--- src/rtl/quad_snapshot_ctrl_if.sv ---
// Command, counter and read-byte signals between the I2C slave side and the snapshot sequencer.
// The master side issues commands and read requests; the slave side is quad_snapshot_ctrl.
interface quad_snapshot_ctrl_if #(
    parameter int NCH = 4,
    parameter int CW  = 16
);
    logic [7:0]        CMD;
    logic              CMD_VLD;
    logic              TEND;
    logic [NCH*CW-1:0] CNTR;
    logic [NCH-1:0]    CLR;
    logic              FREEZE;
    logic              RD_REQ;
    logic [7:0]        RD_DATA;
    logic              RD_VLD;
    logic              BUSY;
    logic              ERR;

    modport master (
        output CMD, CMD_VLD, TEND, CNTR, RD_REQ,
        input  CLR, FREEZE, RD_DATA, RD_VLD, BUSY, ERR
    );

    modport slave (
        input  CMD, CMD_VLD, TEND, CNTR, RD_REQ,
        output CLR, FREEZE, RD_DATA, RD_VLD, BUSY, ERR
    );
endinterface

--- src/rtl/quad_snapshot_ctrl.sv ---
// Decodes I2C command bytes, takes an atomic snapshot of all counters, issues clears and serves bytes.
// Snapshot lands one cycle after the command; reads answer one cycle after RD_REQ; commands while BUSY are dropped and flag ERR.
module quad_snapshot_ctrl #(
    parameter int NCH = 4,
    parameter int CW  = 16
) (
    input logic                 CLCK,
    input logic                 RST,
    quad_snapshot_ctrl_if.slave bus
);
    localparam int NB  = NCH * CW / 8;
    localparam int BPC = CW / 8;
    localparam int PW  = (NB > 1) ? $clog2(NB) : 1;
    localparam logic [PW-1:0] PTR_MAX = PW'(NB - 1);

    typedef enum logic [1:0] {
        ST_IDLE,
        ST_CAPTURE,
        ST_CLRWAIT,
        ST_READ
    } state_t;

    state_t            state_q, state_d;
    logic [PW-1:0]     ptr_q, ptr_d;
    logic [NCH*CW-1:0] snap_q, snap_d;
    logic [NCH-1:0]    clr_q, clr_d;
    logic              err_q, err_d;
    logic [7:0]        rd_data_q, rd_data_d;
    logic              rd_vld_q, rd_vld_d;

    logic              busy;
    logic [7:0]        rd_byte;
    logic [3:0]        cmd_hi;
    logic [3:0]        cmd_n;
    logic              n_ok;

    assign busy   = (state_q == ST_CAPTURE) || (state_q == ST_CLRWAIT);
    assign cmd_hi = bus.CMD[7:4];
    assign cmd_n  = bus.CMD[3:0];
    assign n_ok   = 32'(cmd_n) < NCH;

    always_comb begin
        rd_byte = 8'h00;
        for (int i = 0; i < NB; i++) begin
            if (ptr_q == PW'(i)) begin
                rd_byte = snap_q[i*8 +: 8];
            end
        end
    end

    always_comb begin
        state_d   = state_q;
        ptr_d     = ptr_q;
        snap_d    = snap_q;
        clr_d     = '0;
        err_d     = err_q;
        rd_data_d = rd_data_q;
        rd_vld_d  = 1'b0;

        if (state_q == ST_CAPTURE) begin
            snap_d  = bus.CNTR;
            ptr_d   = '0;
            state_d = ST_CLRWAIT;
        end
        if (state_q == ST_CLRWAIT) begin
            state_d = ST_READ;
        end

        // Read is served from the current snapshot/ptr before TEND or a command can move them.
        if (bus.RD_REQ) begin
            rd_vld_d = 1'b1;
            if (state_q == ST_READ) begin
                rd_data_d = rd_byte;
                ptr_d     = (ptr_q == PTR_MAX) ? '0 : ptr_q + PW'(1);
            end else begin
                rd_data_d = 8'hFF;
            end
        end

        if (bus.TEND && !busy) begin
            state_d = ST_IDLE;
            ptr_d   = '0;
        end

        if (bus.CMD_VLD) begin
            if (busy) begin
                err_d = 1'b1;
            end else begin
                case (bus.CMD)
                    8'h01: state_d = ST_CAPTURE;
                    8'h02: begin
                        state_d = ST_CAPTURE;
                        clr_d   = '1;
                    end
                    8'h03: err_d = 1'b0;
                    default: begin
                        if (cmd_hi == 4'h1 && n_ok) begin
                            for (int i = 0; i < NCH; i++) begin
                                if (cmd_n == 4'(i)) begin
                                    clr_d[i] = 1'b1;
                                end
                            end
                        end else if (cmd_hi == 4'h2 && n_ok) begin
                            ptr_d   = PW'(32'(cmd_n) * BPC);
                            state_d = ST_READ;
                        end else begin
                            err_d = 1'b1;
                        end
                    end
                endcase
            end
        end
    end

    always_ff @(posedge CLCK) begin
        if (RST) begin
            state_q   <= ST_IDLE;
            ptr_q     <= '0;
            snap_q    <= '0;
            clr_q     <= '0;
            err_q     <= 1'b0;
            rd_data_q <= 8'h00;
            rd_vld_q  <= 1'b0;
        end else begin
            state_q   <= state_d;
            ptr_q     <= ptr_d;
            snap_q    <= snap_d;
            clr_q     <= clr_d;
            err_q     <= err_d;
            rd_data_q <= rd_data_d;
            rd_vld_q  <= rd_vld_d;
        end
    end

    assign bus.CLR     = clr_q;
    assign bus.FREEZE  = (state_q == ST_CAPTURE);
    assign bus.RD_DATA = rd_data_q;
    assign bus.RD_VLD  = rd_vld_q;
    assign bus.BUSY    = busy;
    assign bus.ERR     = err_q;
endmodule

--- src/flat_wrapper.sv ---
// flat-port wrapper written by rule: the top's interface ports become plain ports
module quad_snapshot_ctrl_flat 
#(
    parameter int NCH = 4,
    parameter int CW  = 16
)
  (CLCK, RST, bus_CMD, bus_CMD_VLD, bus_TEND, bus_CNTR, bus_RD_REQ, bus_CLR, bus_FREEZE, bus_RD_DATA, bus_RD_VLD, bus_BUSY, bus_ERR);
  quad_snapshot_ctrl_if #(.NCH(NCH), .CW(CW)) bus_i ();
  input logic CLCK;
  input logic RST;
  input wire logic [$bits(bus_i.CMD)-1:0] bus_CMD;
  input wire logic [$bits(bus_i.CMD_VLD)-1:0] bus_CMD_VLD;
  input wire logic [$bits(bus_i.TEND)-1:0] bus_TEND;
  input wire logic [$bits(bus_i.CNTR)-1:0] bus_CNTR;
  input wire logic [$bits(bus_i.RD_REQ)-1:0] bus_RD_REQ;
  output wire logic [$bits(bus_i.CLR)-1:0] bus_CLR;
  output wire logic [$bits(bus_i.FREEZE)-1:0] bus_FREEZE;
  output wire logic [$bits(bus_i.RD_DATA)-1:0] bus_RD_DATA;
  output wire logic [$bits(bus_i.RD_VLD)-1:0] bus_RD_VLD;
  output wire logic [$bits(bus_i.BUSY)-1:0] bus_BUSY;
  output wire logic [$bits(bus_i.ERR)-1:0] bus_ERR;
  assign bus_i.CMD = bus_CMD;
  assign bus_i.CMD_VLD = bus_CMD_VLD;
  assign bus_i.TEND = bus_TEND;
  assign bus_i.CNTR = bus_CNTR;
  assign bus_i.RD_REQ = bus_RD_REQ;
  assign bus_CLR = bus_i.CLR;
  assign bus_FREEZE = bus_i.FREEZE;
  assign bus_RD_DATA = bus_i.RD_DATA;
  assign bus_RD_VLD = bus_i.RD_VLD;
  assign bus_BUSY = bus_i.BUSY;
  assign bus_ERR = bus_i.ERR;
  quad_snapshot_ctrl #(.NCH(NCH), .CW(CW)) u_core (.CLCK(CLCK), .RST(RST), .bus(bus_i));
endmodule
--- config.mk ---
export PLATFORM = sky130hd
export DESIGN_NAME = quad_snapshot_ctrl_flat
export DESIGN_NICKNAME = d
export VERILOG_FILES = /design/src/rtl/quad_snapshot_ctrl_if.sv /design/src/rtl/quad_snapshot_ctrl.sv /design/src/flat_wrapper.sv
export SDC_FILE = /design/constraint.sdc
export NUM_CORES = 1
export LEC_CHECK = 0
export ABC_AREA = 0
export CORE_UTILIZATION = 50
export CTS_CLUSTER_SIZE = 8
export DETAILED_ROUTE_END_ITERATION = 8
export GPL_TIMING_DRIVEN = 0
export PLACE_DENSITY_LB_ADDON = 0.05
export SETUP_SLACK_MARGIN = 0.1
export SYNTH_ARGS = -nofsm -noshare
export SYNTH_HDL_FRONTEND = slang
export SYNTH_SLANG_ARGS = --single-unit
--- constraint.sdc ---
create_clock -name CLCK -period 4.7 [get_ports CLCK]
set_input_delay 0.94 -clock CLCK [delete_from_list [all_inputs] [get_ports CLCK]]
set_output_delay 0.94 -clock CLCK [all_outputs]
set_load 0.02 [all_outputs]
## Yosys cells after proc, flatten, opt, wreduce, memory -nomap -nowiden

Index checks and enable logic that the tools add are counted.

| operators by class | value |
|---|---|
| $add $sub $neg | 1 |
| magnitude comparators | 1 |
| equal/unequal tests | 21 |
| multiplexer cells | 38 |
| bitwise logic cells | 1 |
| reduce and logical (&&, ||, !) cells | 12 |

Operators with widths:

| kind | number |
|---|---|
| $mux W8 | 9 |
| $mux W3 | 10 |
| $eq A8 B2 Y1 const B | 2 |
| $mux W2 | 7 |
| $eq A3 B3 Y1 const B | 4 |
| $eq A4 B2 Y1 const B | 3 |
| $eq A4 B1 Y1 const B | 2 |
| $eq A8 B1 Y1 const B | 1 |
| $mux W1 | 8 |
| $pmux W4 S2 | 1 |
| $eq A3 B2 Y1 const B | 2 |
| $ne A3 B2 Y1 const B | 2 |
| $reduce_or A3 Y1 | 2 |
| $eq A2 B2 Y1 const B | 2 |
| $logic_not A4 Y1 | 1 |
| $lt A4 B3 Y1 const B | 1 |
| $mux W4 | 1 |
| $pmux W2 S2 | 1 |
| $reduce_and A4 Y1 | 1 |
| $reduce_or A2 Y1 | 2 |
| $add A3 B1 Y3 const B | 1 |
| $eq A3 B1 Y1 const B | 1 |
| $logic_and A1 B1 Y1 | 3 |
| $logic_not A3 Y1 | 1 |
| other kinds (6) | 6 |

| storage, ports and cells | value |
|---|---|
| register bits | 83 |
| input bits | 77 |
| output and inout bits | 16 |
| logic and storage cells | 81 |

## Logic depth before layout (Yosys ltp)

| depth | value |
|---|---|
| depth after elaboration | 10 |
| gate-level depth with buffers | 8 |
| depth with buffers taken out | 6 |

## Worst setup path after synthesis

No wires, ideal clock.

| path | value |
|---|---|
| path type | input port to flip-flop |
| start | input bus_RD_REQ |
| end | register u_core.rd_data_q[5], in the netlist u_core.bus.RD_DATA[5] |
| setup time | 133 ps |
| arrival | 1660 ps |
| data required time | 4567 ps |
| slack | 2907 ps |
| cell stages on the path | 5 |
| buffers on the path | 1 |
| cells stage by stage | and2_1 buf_2 o211ai_2 a211oi_1 nor4_2 |

RTL lines:

| what | RTL line | text |
|---|---|---|
| start, declared | flat_wrapper.sv:15 | `input wire logic [$bits(bus_i.RD_REQ)-1:0] bus_RD_REQ;` |
| end signal, assigned | quad_snapshot_ctrl.sv:130 | `rd_data_q <= rd_data_d;` |
| end, declared | quad_snapshot_ctrl.sv:28 | `logic [7:0] rd_data_q, rd_data_d;` |

## Worst setup path in the final report

| path | value |
|---|---|
| start | register u_core.state_q[0] |
| end | output bus_BUSY |

| between the ends | value |
|---|---|
| cells in the longest elaborated chain, start to end | 2 |
| elaborated cells between the ends (all ways) | 3 |
| classes of those cells | eq/ne: 2; reduce/logical: 1 |

RTL lines:

| what | RTL line | text |
|---|---|---|
| start, declared | quad_snapshot_ctrl.sv:23 | `state_t state_q, state_d;` |
| start signal, assigned | quad_snapshot_ctrl.sv:125 | `state_q <= state_d;` |
| $eq A2 B1 Y1 or $eq A2 B2 Y1 (tied branches) | quad_snapshot_ctrl.sv:37 | `assign busy = (state_q == ST_CAPTURE) \|\| (state_q == ST_CLRWAIT);` |
| $logic_or A1 B1 Y1 (*) | quad_snapshot_ctrl.sv:37 |  |
| end, declared | flat_wrapper.sv:20 | `output wire logic [$bits(bus_i.BUSY)-1:0] bus_BUSY;` |

Every way passes the cells marked *; elsewhere a longest branch is shown, timed or not.

==> flow_metrics.py <==
metrics = {
    "worst_setup_path": {
        "cp-end-kind": "output port",
        "required_ns": 3.76,
        "worstPathArrival_ns": 1.76,
        "cp_max_fo": 4,
        "startpoint_type": "flop",
        "critical_path_class": "flop to output port",
    },
    "timing": {
        "rsz0062_at_grt": "false",
        "fin_tns_setup_ns": 0,
        "fin_crit_ns": 2.698,
        "finalHoldViolCount": 0,
        "timing.final.crit_share_pct": 57.41,
        "clock_skew_ns": 0.007761,
        "report.final.slew_viol_count": 0,
        "fmaxAchievable_mhz": 370.6,
        "finalSetupViolCount": 0,
        "worst_pin_slew_ns": 0.5381,
        "slew_headroom_pct": 64.13,
    },
    "synthesis": {
        "synthSimpleGateAreaFrac_pct": 19.17,
        "synthTopCellsByCount": "dfxtp_1, nor2_1, mux2i_1, nand2_1, a21oi_1",
        "ys.flop_type": "dfxtp_1",
        "ys_ff_latch": 83,
        "synth_top_family_by_area": "simple AND/OR/NAND/NOR gates",
        "ys_types": 57,
        "synth_xor_area_share_pct": 0.4421,
        "yosys_warnings": 0,
        "synthTopCellsByArea": "dfxtp_1, mux2i_1, nor2_1",
        "synth.top_cell.area_share_pct": 41.93,
        "synth_mux_area_share_pct": 16.45,
        "synth-seq-area-share_pct": 41.93,
        "mappedNetlistArea_mm2": 0.003963,
        "synth_fp_nets": 525,
        "synthesis.instances": 437,
        "yosys.area_share.adder_pct": 3.473,
        "post-synth-top-area-cell": "dfxtp_1",
        "synth-edff-count": 0,
        "avgSynthCellArea_um2": 9.068,
        "synth_compound_area_share_pct": 12.72,
        "synth-async-reset-ratio_pct": 0,
    },
    "detailed_routing": {
        "drc": 0,
        "via_per_inst": 5.290,
        "first_iter_violations": 171,
        "ant_nets": 0,
        "routed_wl_um": 9719,
        "num_vias": 3407,
        "dr.pass1.iters": 4,
        "wl_per_cell_um": 15.09,
    },
    "die": {
        "die_y_um": 91.03,
        "placementRows": 32,
        "io-pin-count": 93,
        "start_util_pct": 51.55,
        "coreArea_mm2": 0.007687,
        "die_w_um": 91.03,
        "dieArea_mm2": 0.008286,
    },
    "cells_and_area": {
        "antenna_cells": 0,
        "final_nets": 626,
        "final_area_mm2": 0.005174,
        "drive_above_1_share_pct": 8.672,
        "area_delta_synth_final_pct": 30.57,
    },
    "clock_network": {
        "cts_buffers": 9,
        "cts.sinks": 83,
        "path_clk_slew_ns": 0.08,
        "ctsHoldBuffers": 0,
        "post_cts_resized": 0,
        "postCtsSetupBuffers": 0,
        "htree_levels": 3,
        "cts_root_buf": "clkbuf_8",
        "insertion_delay_ns": 0.35,
        "cts_buffer_depth": 2,
        "tritoncts": "built",
    },
    "grt": {
        "grt-ovfl-total": 0,
        "grt_util_met1_pct": 31.91,
        "use_met2_pct": 40.28,
        "grt_use_total_pct": 24.38,
        "grt_pass1_wl_um": 15900,
        "grt_pass1_vias": 3260,
        "antenna_found_initial": 0,
        "grt_max_degree": 14,
        "met3_usage_pct": 5.611,
        "busiest_layer": "met2",
    },
    "power": {
        "p_leak_uw": 0.001868,
        "peakVddDrop_uv": 217.7,
        "power.density_mw_per_mm2": 259.9,
    },
    "hold_path": {
        "hold_path_class": "flop to flop",
    },
    "run": {
        "maxCapViolations": 0,
    },
    "outcome": {
        "status": "finished clean",
    },
    "place": {
        "gp_congestion": 0.9103,
        "dp_hpwl_um": 7341,
        "post_dp_cell_area_mm2": 0.004991,
        "io_buffers": 90,
    },
}
## kinds of logic after synthesis
logic type,after synthesis
XOR/XNOR,2
AO/OA/AOI/OAI,70
buffers and inverters,45
multiplexers,65
adder cells (fa/ha/maj),11
flip-flops,83
AND/OR/NAND/NOR,161
## through the flow
stage | hold WS [ns] | total power [µW] | util [%] | instances | worst slack (ns)
final | 0.4968 | 1345 | 67.30 | 644 | 2.002
after global routing | 0.5237 | 1396 | 67.30 | 644 | 1.918
after CTS | 0.4980 | 1353 | 67.30 | 644 | 1.985
after detailed placement | 0.4800 | 869.7 | 64.93 | 629 | 2.157
after global placement | 0.4662 | 868.3 | 64.93 | 629 | 2.159
after floorplan | 0.4511 | 780.8 | - | 437 | 2.907
## worst max-delay path: stages (launching register included)
cell	delay, ns
dfxtp_1	0.39
inv_1	0.08
ha_1	0.33
clkdlybuf4s50_1	0.61
## layout by cell type (no fill, tap or decap), drive strengths merged, types with 3 or more instances in the layout
| cell | Yosys | routed |
|---|---|---|
| nand2b | 4 | 4 |
| clkinv | 1 | 3 |
| nor2 | 84 | 84 |
| clkdlybuf4s50 | 0 | 90 |
| a21oi | 16 | 16 |
| clkbuf | 7 | 17 |
| nand3b | 3 | 3 |
| buf | 22 | 22 |
| o311ai | 3 | 3 |
| a211oi | 6 | 6 |
| o211a | 3 | 3 |
| and3b | 3 | 3 |
| nand3 | 8 | 8 |
| mux2i | 64 | 64 |
| nor2b | 8 | 8 |
| nand4 | 3 | 3 |
| a22o | 3 | 3 |
| o21ai | 14 | 14 |
| or3 | 3 | 3 |
| ha | 11 | 11 |
| dfxtp | 83 | 83 |
| and2 | 3 | 3 |
| nand2 | 24 | 24 |
| nor3 | 6 | 6 |
| inv | 15 | 15 |
| a221oi | 7 | 7 |
| or2 | 4 | 4 |
## final cells by class
cell class / instances / area [µm²]
Sequential cell: 83 / 1662
Clock buffer: 10 / 127.6
Clock inverter: 5 / 55.05
Timing Repair Buffer: 90 / 900.9
Buffer: 29 / 170.2
Tap cell: 102 / 127.6
Inverter: 16 / 60.06
Fill cell: 662 / 2514
Multi-Input combinational cell: 309 / 2071
## report_power, final
group | total [µW] | internal, µW | leakage, µW | switching [µW]
logic | 135 | 84.2 | 0.00111 | 51.2
clock network | 491 | 241 | 0.0000881 | 250
registers | 718 | 712 | 0.000672 | 6.17
## registers in the layout, indices dropped and copies added (netlist names)
signal / flops
u_core.state_q: 2
u_core.ptr_q: 3
u_core.bus.CLR: 4
u_core.bus.RD_DATA: 8
u_core.bus.ERR: 1
u_core.snap_q: 64
u_core.bus.RD_VLD: 1
## metal layers
metal	share of wire (%)	vias to the layer above
met2	47	94
li1	-	1716
met1	47	1585
met4	1.4	0
met3	4.4	12
met5	0	-
## worst paths after layout
| check | slack (ns) | to | cells past startpoint | start |
|---|---|---|---|---|
| max reg2reg | 2.72 | u_core.bus.RD_DATA[4]$_SDFFE_PP0P_ | 7 | u_core.ptr_q[0]$_SDFF_PP0_ |
| max | 2.00 | bus_BUSY | 3 | u_core.state_q[0]$_SDFF_PP0_ |
| min reg2reg | 0.50 | u_core.bus.ERR$_SDFFE_PP0P_ | 2 | u_core.bus.ERR$_SDFFE_PP0P_ |
| min | 0.50 | u_core.bus.ERR$_SDFFE_PP0P_ | 2 | u_core.bus.ERR$_SDFFE_PP0P_ |
Power figures use the tool's default switching activity.
